[config.mk]
export PLATFORM = sky130hd
export DESIGN_NAME = mbm_scheduler
export DESIGN_NICKNAME = d
export VERILOG_FILES = /design/src/rtl/mbm_scheduler.sv
export SDC_FILE = /design/constraint.sdc
export NUM_CORES = 1
export LEC_CHECK = 0
export CELL_PAD_IN_SITES_DETAIL_PLACEMENT = 1
export CELL_PAD_IN_SITES_GLOBAL_PLACEMENT = 1
export CORE_AREA = 2 2 179 181
export CTS_CLUSTER_SIZE = 20
export DETAILED_ROUTE_END_ITERATION = 8
export DIE_AREA = 0 0 181 183
export PLACE_DENSITY_LB_ADDON = 0.2
export SLEW_MARGIN = 20
export SYNTH_ARGS = -nofsm -noshare
export SYNTH_HDL_FRONTEND = slang
export SYNTH_SLANG_ARGS = --single-unit
[constraint.sdc]
create_clock -name clk -period 5.82 [get_ports clk]
set_input_delay 1.746 -clock clk [delete_from_list [all_inputs] [get_ports clk]]
set_output_delay 1.746 -clock clk [all_outputs]
set_load 0.1 [all_outputs]
[src/rtl/mbm_scheduler.sv]
// Round-robin scheduler sharing one modified-Booth multiplier among NUM_REQ requesters.
// The multiplier has no start pin: its active-low reset is pulsed to launch each operation.
module mbm_scheduler #(
    parameter int WIDTH_DATA  = 32,
    parameter int NUM_REQ     = 4,
    parameter int MUL_LATENCY = 18
) (
    input  logic                            clk,
    input  logic                            n_rst,
    input  logic [NUM_REQ-1:0]              req_valid,
    output logic [NUM_REQ-1:0]              req_ready,
    input  logic [NUM_REQ*WIDTH_DATA-1:0]   req_mcand,
    input  logic [NUM_REQ*WIDTH_DATA-1:0]   req_mplier,
    output logic                            rsp_valid,
    input  logic                            rsp_ready,
    output logic [$clog2(NUM_REQ)-1:0]      rsp_id,
    output logic [2*WIDTH_DATA-1:0]         rsp_product,
    output logic [WIDTH_DATA-1:0]           mul_mcand,
    output logic [WIDTH_DATA-1:0]           mul_mplier,
    output logic                            mul_n_rst,
    input  logic [2*WIDTH_DATA-1:0]         mul_product,
    output logic                            busy
);

    localparam int ID_W  = $clog2(NUM_REQ);
    localparam int SUM_W = ID_W + 1;
    localparam int CNT_W = $clog2(MUL_LATENCY + 1);

    localparam logic [1:0] S_IDLE   = 2'd0;
    localparam logic [1:0] S_LAUNCH = 2'd1;
    localparam logic [1:0] S_RUN    = 2'd2;
    localparam logic [1:0] S_RESP   = 2'd3;

    localparam logic [CNT_W-1:0] CNT_LAST = CNT_W'(MUL_LATENCY - 1);
    localparam logic [ID_W-1:0]  ID_LAST  = ID_W'(NUM_REQ - 1);
    localparam logic [SUM_W-1:0] SUM_WRAP = SUM_W'(NUM_REQ);

    logic [1:0]            state;
    logic [ID_W-1:0]       rr_ptr;
    logic [ID_W-1:0]       id_q;
    logic [CNT_W-1:0]      counter;

    logic                  grant_vld;
    logic [ID_W-1:0]       grant_idx;
    logic [ID_W-1:0]       next_ptr;
    logic [SUM_W-1:0]      scan_sum;

    logic [WIDTH_DATA-1:0] mcand_arr  [NUM_REQ];
    logic [WIDTH_DATA-1:0] mplier_arr [NUM_REQ];

    for (genvar i = 0; i < NUM_REQ; i++) begin : g_unpack
        assign mcand_arr[i]  = req_mcand[i*WIDTH_DATA +: WIDTH_DATA];
        assign mplier_arr[i] = req_mplier[i*WIDTH_DATA +: WIDTH_DATA];
    end

    // Scan from the farthest slot back toward rr_ptr so the last hit is the
    // first requester in round-robin order.
    always_comb begin
        // NOTE: every always_comb output gets a default first, so no path can infer a latch.
        grant_vld = 1'b0;
        grant_idx = '0;
        scan_sum  = '0;
        for (int k = NUM_REQ - 1; k >= 0; k--) begin
            scan_sum = {1'b0, rr_ptr} + SUM_W'(k);
            if (scan_sum >= SUM_WRAP) begin
                scan_sum = scan_sum - SUM_WRAP;
            end
            if (req_valid[scan_sum[ID_W-1:0]]) begin
                grant_vld = 1'b1;
                grant_idx = scan_sum[ID_W-1:0];
            end
        end
    end

    assign next_ptr = (grant_idx == ID_LAST) ? '0 : grant_idx + 1'b1;

    always_comb begin
        req_ready = '0;
        if (state == S_IDLE && grant_vld) begin
            req_ready[grant_idx] = 1'b1;
        end
    end

    assign busy = (state != S_IDLE);

    // mul_n_rst is a flop, not a state decode: it resets the multiplier
    // asynchronously, so it must never glitch on state transitions.
    always_ff @(posedge clk or negedge n_rst) begin
        // NOTE: sequential state uses non-blocking assignments so every flop samples pre-edge values.
        if (!n_rst) begin
            state       <= S_IDLE;
            rr_ptr      <= '0;
            id_q        <= '0;
            counter     <= '0;
            rsp_valid   <= 1'b0;
            rsp_id      <= '0;
            rsp_product <= '0;
            mul_mcand   <= '0;
            mul_mplier  <= '0;
            mul_n_rst   <= 1'b0;
        end else begin
            case (state)
                S_IDLE: begin
                    if (grant_vld) begin
                        mul_mcand  <= mcand_arr[grant_idx];
                        mul_mplier <= mplier_arr[grant_idx];
                        id_q       <= grant_idx;
                        rr_ptr     <= next_ptr;
                        state      <= S_LAUNCH;
                    end
                end
                S_LAUNCH: begin
                    counter   <= '0;
                    mul_n_rst <= 1'b1;
                    state     <= S_RUN;
                end
                S_RUN: begin
                    counter <= counter + 1'b1;
                    if (counter == CNT_LAST) begin
                        rsp_product <= mul_product;
                        rsp_id      <= id_q;
                        rsp_valid   <= 1'b1;
                        mul_n_rst   <= 1'b0;
                        state       <= S_RESP;
                    end
                end
                S_RESP: begin
                    if (rsp_ready) begin
                        rsp_valid <= 1'b0;
                        state     <= S_IDLE;
                    end
                end
                default: begin
                    state <= S_IDLE;
                end
            endcase
        end
    end

endmodule
**Word level (Yosys, flattened, before mapping)**

Cells that the tools add are included.

- Memory bits (writable): 0
- Bits in registers: 143
- Memories kept: 0
- Bits in latches: 0
- Memory bits (read-only): 0
- Output and inout bits: 137
- Input port bits: 327

- $mul: 0
- Magnitude comparators: 11
- Reductions and logical operators: 11
- Muxes and demuxes: 40
- Add/subtract/negate cells: 9
- Bitwise gates (word level): 1
- Shifts and indexed selects: 0
- Div/mod/pow operators: 0
- Equality and inequality tests: 8

Operators with widths:

| operator | number |
|---|---|
| 32-bit binary-select mux with 2-bit select | 2 |
| 32-bit 2-to-1 mux | 4 |
| 2-bit 2-to-1 mux | 12 |
| 2-bit by 3-bit < comparator with 1-bit output, second input constant | 5 |
| 3-bit greater-or-equal comparator, second input constant | 4 |
| 1-bit 2-to-1 mux | 12 |
| 5-bit one-hot mux with 2 select lines | 1 |
| 1-bit binary-select mux with 2-bit select | 4 |
| 2-bit one-hot mux with 4 select lines | 1 |
| 2-bit by 1-bit subtractor with 2-bit output, second input constant | 4 |
| 2-bit by 2-bit adder with 3-bit output, second input constant | 2 |
| 2-bit equality test, second input constant | 3 |
| 2-bit != test, second input constant | 3 |
| 2-bit AND reduction | 3 |
| 3-bit AND reduction | 2 |
| 2-bit nonzero test | 3 |
| 5-bit by 1-bit adder with 5-bit output, second input constant | 1 |
| 5-bit equality test, second input constant | 1 |
| 4-bit 2-to-1 mux | 1 |
| 1-bit one-hot mux with 2 select lines | 2 |
| 2-bit by 1-bit adder with 3-bit output, second input constant | 1 |
| 2-bit by 3-bit greater-or-equal comparator with 1-bit output, second input constant | 1 |
| 2-bit NOT with 3-bit output | 1 |
| 2-bit by 1-bit adder with 2-bit output, second input constant | 1 |
| other kinds (5) | 6 |

**Logic depth before layout (Yosys ltp)**

Gate-level depths: netlist (run 1).

- Word-level depth: 14
- Mapped depth: 9
- Mapped depth without buffers: 7

**Least setup slack after synthesis (run 1)**

OpenSTA, ideal clock, no wires.

- Kind: in2out
- From: input port req_valid[3]
- To: output port req_ready[3]
- Required time: 4.074 ns
- Buffers on the path: 2
- Stages on the path: 6
- Path slack: -0.405 ns
- Data arrival time: 4.479 ns
- Cell sequence: mux2i_1 -> a2bb2oi_2 -> nand2_2 -> buf_6 -> buf_2 -> nor3_1

- Cells in the longest elaborated chain, start to end: 11
- Elaborated cells on any way between the ends: 23
- Classes of those cells: 2 x order compare; 19 x mux; 2 x reduce/logical

RTL lines:

| element | line | text |
|---|---|---|
| start, declared | 10 | `input logic [NUM_REQ-1:0] req_valid,` |
| 1-bit binary-select mux with 2-bit select | 68 | `if (req_valid[scan_sum[ID_W-1:0]]) begin` |
| 1-bit 2-to-1 mux (not written as such) | 68 |  |
| 2-bit 2-to-1 mux (4 in a row) | 68 |  |
| 2-bit by 3-bit < comparator with 1-bit output (not written as such) / 2-bit by 1-bit greater-or-equal comparator with 1-bit output (equally long branches) | 80 | `req_ready[grant_idx] = 1'b1;` |
| 1-bit logical AND (not written as such) | 80 |  |
| 1-bit 2-to-1 mux (not written as such) | 80 |  |
| 1-bit demux with 2-bit select | 80 |  |
| 4-bit 2-to-1 mux * | 79 | `if (state == S_IDLE && grant_vld) begin` |
| end, declared | 11 | `output logic [NUM_REQ-1:0] req_ready,` |

Every way passes the cells marked *; elsewhere a longest branch is shown, timed or not. The select of a mux whose other input is x is not followed.

**Worst setup path in the final report (run 1)**

- From: input port req_valid[0]
- To: output port req_ready[0]

Same word-level chain as after synthesis.

==> summary.md, run 1 <==
| Metric | Value |
|---|---|
| Status | finished clean |
| # rows | 65 |
| H-tree levels | 4 |
| Final critical-path required period | 5.27 ns |
| Root Driver | clkbuf_16 |
| Worst-path maximum fanout | 7 |
| Ys async rst share | 100% |
| Post-CTS Setup Bufs | 0 |
| Total Neg Setup Slack | 0 ns |
| Setup-failing EPs final | 0 |
| Worst-Margin Slew | 1.15 ns |
| CTS tree | built |
| Family with the most delay on the worst path | buffers and inverters |
| Reg2Reg Depth | 7 |
| Multi-input logic area | 3570 sq um |
| RSZ-0062 raised after global routing | no |
| CTS buffer count | 17 |
| Register area share after synthesis | 47.7% |
| Crit. End Element | primary output |
| Worst-path clk slew | 0.07 ns |
| Main synth FF type | dfrtp_1 |
| Routed WL | 33200 um |
| Commonest non-fill, non-tap cell in the layout | clkdlybuf4s50_1 |
| Final Total Pwr | 6790 uW |
| Syn. warnings | 0 |
| Most frequent cells in the layout | 458 x clkdlybuf4s50_1, 143 x dfrtp_1, 129 x and3_1 |
| Worst hold endpoint | rsp_product[4]$_DFFE_PN0P_ |
| Fmax | 0.190 GHz |
| Max Slew Vio Count | 0 |
| Number of global-route vias before repair | 8150 |
| Max-cap violations | 0 |
| Worst clock skew | 0.0139 ns |
| Routed wire per std cell | 20.9 um |
| Kind of critical path | input pin to primary output |
| Die area | 33100 sq um |
| EDFF count, synth | 0 |
| Max incr delay on CP | 0.62 ns |
| CTS Hold Buffers Added | 0 |
| Post_cts resized | 0 |
| Initial antenna violation count | 3 |
| Final hold viol count | 0 |
| WP buf/inv | 3 |
| CP cell instances | clkdlybuf4s50_1 > nor4_4 > nand2b_2 > a21o_2 > nor2_1 > buf_4 > buf_12 |
| Via count | 7629 |
| Post-Syn Area | 7490 sq um |
| Hold WC Path Type | register to register |
| Min-Delay Path Depth | 1 |
| Hold path start | rsp_product[4]$_DFFE_PN0P_ |
| Total gr overflow | 0 |
| Reg2Reg Setup Slack | 2.93 ns |
| Worst r2r src | rr_ptr[1]$_DFFE_PN0P_ |
| Residual DRC | 0 |
| Worst path slowest cell | clkdlybuf4s50_1 |
| Avg Cell Area, Syn | 10.1 sq um |
| Die width | 181 um |
| Reg area | 3580 sq um |
| Slew headroom | 23.3% |
| CTS max path bufs | 2 |
| Die height | 183 um |
| GP Congestion | 0.758 |
| FF-to-FF End | mul_mplier[11]$_DFFE_PN0P_ |
| Critical Path RT | 4.07 ns |
| Tcrit/Tclk final | 90.5% |
| PortBufs | 463 |
| Worst EP arrival | 3.52 ns |
| PwrDens | 519 nW/um^2 |
| Overall routing resource usage | 19.8% |
| DR pass1 iterations | 4 |
| Placed cell area | 12500 sq um |
| Leak pwr | 0.00527 uW |
| Nets | 1500 |
| Initial Util | 24.0% |
| Synthesized flop and latch total | 143 |
| Via density | 4.82 |
| Filler cells | 3450 |
| Post-route cell area | 13100 sq um |
| Max rail drop VDD | 0.336 mV |
| Type of origin of the critical path | input pin |
| Layout cell share with drive strength beyond 1 | 10.9% |
| Yosys cell types | 36 |
| Largest net degree at the start of global routing | 93 |
| Area Growth Syn to Fin | 74.4% |
| Clock sinks | 143 |
| Core Area | 31200 sq um |
| Total I/O pin count | 464 |
| Mapped Nets | 1076 |
| Detailed Route Iter0 Violations | 272 |
| HPWL Detailed | 23900 um |
| Mapped Cells | 743 |
| Final ANT Viol Nets | 0 |
| First-pass GRT wire length | 50000 um |
| Worst-Skew Late Latency | 0.42 ns |
[worst max-delay path by stage]
stage | depth (start not counted) | slack [ns] | end | startpoint
final | 7 | 0.55 | req_ready[0] | req_valid[0]
after global routing | 7 | 0.42 | req_ready[0] | req_valid[3]
after CTS | 7 | 0.45 | req_ready[0] | req_valid[0]
after detailed placement | 7 | 0.46 | req_ready[0] | req_valid[0]
after global placement | 7 | 0.47 | req_ready[0] | req_valid[0]
after floorplan | 5 | 0.31 | req_ready[0] | req_valid[3]
[synthesized netlist by cell type (2+ instances only)]
master,instances,area [sq um]
a21o_1,2,15.0
buf_2,37,185
dfrtp_1,143,3580
o22ai_1,2,12.5
a21oi_1,3,15.0
a211oi_1,128,961
nor3_2,2,20.0
buf_6,2,22.5
nand2_1,12,45.0
nor2_1,69,259
mux2_2,66,743
ha_1,6,75.1
o21ai_0,12,60.1
buf_4,7,52.6
inv_1,11,41.3
nand3_1,5,25.0
nor3_1,64,320
and3_1,129,807
nand2b_1,2,12.5
clkbuf_1,25,93.8
[logic make-up (layout without fill, tap and decap cells)]
| logic type | count (synthesis) | count (layout) | share of synthesized area, % |
|---|---|---|---|
| buf+inv | 82 | 518 | 5.28 |
| simple gates | 292 | 292 | 20.9 |
| other cells | 0 | 3 | 0 |
| flops | 143 | 143 | 47.7 |
| compound gates | 152 | 152 | 14.9 |
| fa+ha+maj | 6 | 6 | 1.00 |
| xor+xnor | 1 | 1 | 0.117 |
| mux | 67 | 67 | 10.1 |
[metal layers]
metal / vias to the layer above / global-route usage, % / part of all wire (%)
li1: 3596 / - / -
met1: 3714 / 22.3 / 40
met2: 293 / 35.6 / 51
met3: 26 / 6.71 / 8.3
met4: 0 / 5.43 / 1.5
met5: - / 0 / 0
[sequential cells by signal, summed over array words and instances (netlist names)]
register / cells
counter: 5
id_q: 2
mul_mcand: 32
mul_mplier: 32
mul_n_rst: 1
rr_ptr: 2
rsp_id: 2
rsp_product: 64
rsp_valid: 1
state: 2
[power breakdown]
group,leakage [uW],total (uW),internal (uW),switching (uW)
registers,0.00165,1440,1280,159
clock network,0.000280,1160,647,509
logic,0.00335,4190,1130,3050
total,0.00527,6790,3070,3720
[per-stage QoR]
stage | setup slack, ns | hold slack (ns) | instances | utilization, %
2_1_floorplan | 0.314 | 0.443 | 743 | -
6_report | 0.553 | 0.506 | 1584 | 41.9
3_3_place_gp | 0.475 | 0.477 | 1550 | 39.9
3_5_place_dp | 0.463 | 0.493 | 1550 | 39.9
4_1_cts | 0.447 | 0.508 | 1581 | 41.8
5_1_grt | 0.418 | 0.526 | 1583 | 41.8
[cell type report]
class	count	share of cell area (%)
clock inverter	14	1.32
antenna	3	0.0574
multi-input combinational	518	27.3
inverter	11	0.316
clock buffer	17	3.25
sequential	143	27.4
timing repair buffer	476	36.5
tap	402	3.85
Power figures use the tool's default switching activity.
==> inputs of run 2 (changes only) <==
--- a/config.mk
+++ b/config.mk
@@ -12,6 +12,7 @@
 export DETAILED_ROUTE_END_ITERATION = 8
 export DIE_AREA = 0 0 181 183
 export PLACE_DENSITY_LB_ADDON = 0.2
+export RECOVER_POWER = 50
 export SLEW_MARGIN = 20
 export SYNTH_ARGS = -nofsm -noshare
 export SYNTH_HDL_FRONTEND = slang
==> run 2 against run 1 <==
Compared with the run above: the flow now finishes with violations (max-capacitance violations, max-slew violations); count of clock-buffer cells in the layout did not move; non-clock buffer count did not move; maximum frequency barely moved; via count barely moved; clock power barely moved.
==> summary.md, run 2 (same netlist as run 1, synthesis figures left out) <==
| Metric | Value |
|---|---|
| Die height | 183 um (unchanged) |
| Detailed Route Iter0 Violations | 270 (-0.74%) |
| Worst-Skew Late Latency | 0.42 ns (about the same) |
| Worst-path maximum fanout | 7 (unchanged) |
| Leak pwr | 0.00526 uW (-0.23%) |
| Residual DRC | 0 (unchanged) |
| GP Congestion | 0.758 (unchanged) |
| Total gr overflow | 0 (unchanged) |
| Layout cell share with drive strength beyond 1 | 10.6% (-0.34 points) |
| Total Neg Setup Slack | 0 ns (unchanged) |
| Largest registers | rsp_product: 64 flops, mul_mcand: 32 flops, mul_mplier: 32 flops |
| DR pass1 iterations | 4 (unchanged) |
| Worst-path clk slew | 0.07 ns (about the same) |
| CTS Hold Buffers Added | 0 (unchanged) |
| Worst clock skew | 0.0138 ns (-0.0000985 ns) |
| PwrDens | 520 nW/um^2 (+0.12%) |
| Nets | 1500 (unchanged) |
| CTS buffer count | 17 (unchanged) |
| Tcrit/Tclk final | 90.5% (about the same) |
| Critical Path RT | 4.07 ns (about the same) |
| Max Slew Vio Count | 215 (+215) |
| First-pass GRT wire length | 50000 um (unchanged) |
| Core Area | 31200 sq um (unchanged) |
| Area Growth Syn to Fin | 74.2% |
| Commonest non-fill, non-tap cell in the layout | clkdlybuf4s50_1 |
| Filler cells | 3454 (+0.12%) |
| Final ANT Viol Nets | 0 (unchanged) |
| Via density | 4.81 (about the same) |
| CTS max path bufs | 2 (unchanged) |
| Status | complete, but fails checks |
| Via count | 7623 (-0.079%) |
| Total I/O pin count | 464 (unchanged) |
| Max rail drop VDD | 0.337 mV (+0.14%) |
| Register with the highest flop count | rsp_product |
| Max FFs per register | 64 (unchanged) |
| HPWL Detailed | 23900 um (unchanged) |
| Hold WC Path Type | register to register |
| Die width | 181 um (unchanged) |
| Clock sinks | 143 (unchanged) |
| H-tree levels | 4 (unchanged) |
| CTS tree | built |
| Type of origin of the critical path | input pin |
| Number of global-route vias before repair | 8150 (unchanged) |
| Post-CTS Setup Bufs | 0 (unchanged) |
| Fin util | 41.8% (-0.056 points) |
| Post_cts resized | 0 (unchanged) |
| Initial Util | 24.0% (unchanged) |
| Die area | 33100 sq um (unchanged) |
| Initial antenna violation count | 3 (unchanged) |
| # rows | 65 (unchanged) |
| RSZ-0062 raised after global routing | no |
| Kind of critical path | input pin to primary output |
| Final hold viol count | 0 (unchanged) |
| Setup WS post-layout | 0.552 ns (-0.000668 ns) |
| Routed wire per std cell | 20.9 um (about the same) |
| Overall routing resource usage | 19.8% (unchanged) |
| Setup-failing EPs final | 0 (unchanged) |
| PortBufs | 463 (unchanged) |
| Worst-Margin Slew | 3.67 ns (+2.52 ns) |
| Crit. End Element | primary output |
| Fmax | 0.190 GHz (about the same) |
| Largest net degree at the start of global routing | 93 (unchanged) |
| Max-cap violations | 4 (+4) |
| Most frequent cells in the layout | 457 x clkdlybuf4s50_1, 143 x dfrtp_1, 129 x and3_1 |
| Place WS | 0.463 ns (unchanged) |
| Routed WL | 33100 um (about the same) |
| Worst EP arrival | 3.52 ns (about the same) |
| Final critical-path required period | 5.27 ns (+0.000668 ns) |
| Slew headroom | -145% (-170 points) |
| Failing checks | max-capacitance violations, max-slew violations |
| Root Driver | clkbuf_16 |
## run 2: cell count changes in the layout (fill, tap and decap cells not counted), sizes merged
cell,delta
dlygate4sd3,+1
clkbuf,+4
clkdlybuf4s50,-1
buf,-4
## run 2: where the power goes
part           internal [uW]  switching (uW)  leakage (uW)
clock network            647             509      0.000280
registers               1280             159       0.00165
logic                   1130            3050       0.00333
## run 2: final cells by class
type | instances | area, sq um | share of cell area (%)
repair buffers | 476 | 4760 | 36.4
well taps | 402 | 503 | 3.85
clock inverters | 14 | 173 | 1.32
flip-flops and latches | 143 | 3580 | 27.4
multi-input cells | 518 | 3570 | 27.3
clock buffers | 17 | 425 | 3.26
inverters | 11 | 41.3 | 0.316
diodes | 3 | 7.51 | 0.0575
## run 2: through the flow
stage | instances | area (sq um) | hold slack, ns | total power, uW
after floorplan | 743 | 7500 | 0.443 | 4470
after global placement | 1550 | 12500 | 0.477 | 5660
after detailed placement | 1550 | 12500 | 0.493 | 5700
after CTS | 1581 | 13100 | 0.508 | 6880
after global routing | 1583 | 13100 | 0.526 | 7150
final | 1584 | 13100 | 0.506 | 6790
## run 2: path summary, 6_finish.rpt
check / startpoint / endpoint / slack [ns] / cells past startpoint
max: req_valid[0] / req_ready[0] / 0.55 / 7
max reg2reg: state[0]$_DFFE_PN0P_ / rsp_product[62]$_DFFE_PN0P_ / 1.54 / 6
min in group asynchronous: n_rst / rsp_product[20]$_DFFE_PN0P_ / 2.05 / 1
min: rsp_product[4]$_DFFE_PN0P_ / rsp_product[4]$_DFFE_PN0P_ / 0.51 / 1
max in group asynchronous: n_rst / rsp_product[44]$_DFFE_PN0P_ / 1.21 / 2
min reg2reg: rsp_product[4]$_DFFE_PN0P_ / rsp_product[4]$_DFFE_PN0P_ / 0.51 / 1
## run 2: critical path, stage by stage
cell and delay, ns:
clkdlybuf4s50_1 0.62, nor4_4 0.11, nand2b_2 0.24, a21o_2 0.21
nor2_1 0.23, buf_4 0.19, buf_12 0.17
## run 2: routing by layer
layer | wire [um] | track usage, %
met1 | 13100 | 22.3
met2 | 16800 | 35.6
met3 | 2760 | 6.71
met4 | 474 | 5.43
met5 | 0 | 0
==> inputs of run 3 (changes only) <==
--- a/config.mk
+++ b/config.mk
@@ -13,6 +13,7 @@
 export DIE_AREA = 0 0 181 183
 export PLACE_DENSITY_LB_ADDON = 0.2
 export RECOVER_POWER = 50
+export SKIP_CTS_REPAIR_TIMING = 1
 export SLEW_MARGIN = 20
 export SYNTH_ARGS = -nofsm -noshare
 export SYNTH_HDL_FRONTEND = slang
==> results of run 3 <==
Same layout as run 2: the final DEF is identical, and so are final timing and power.
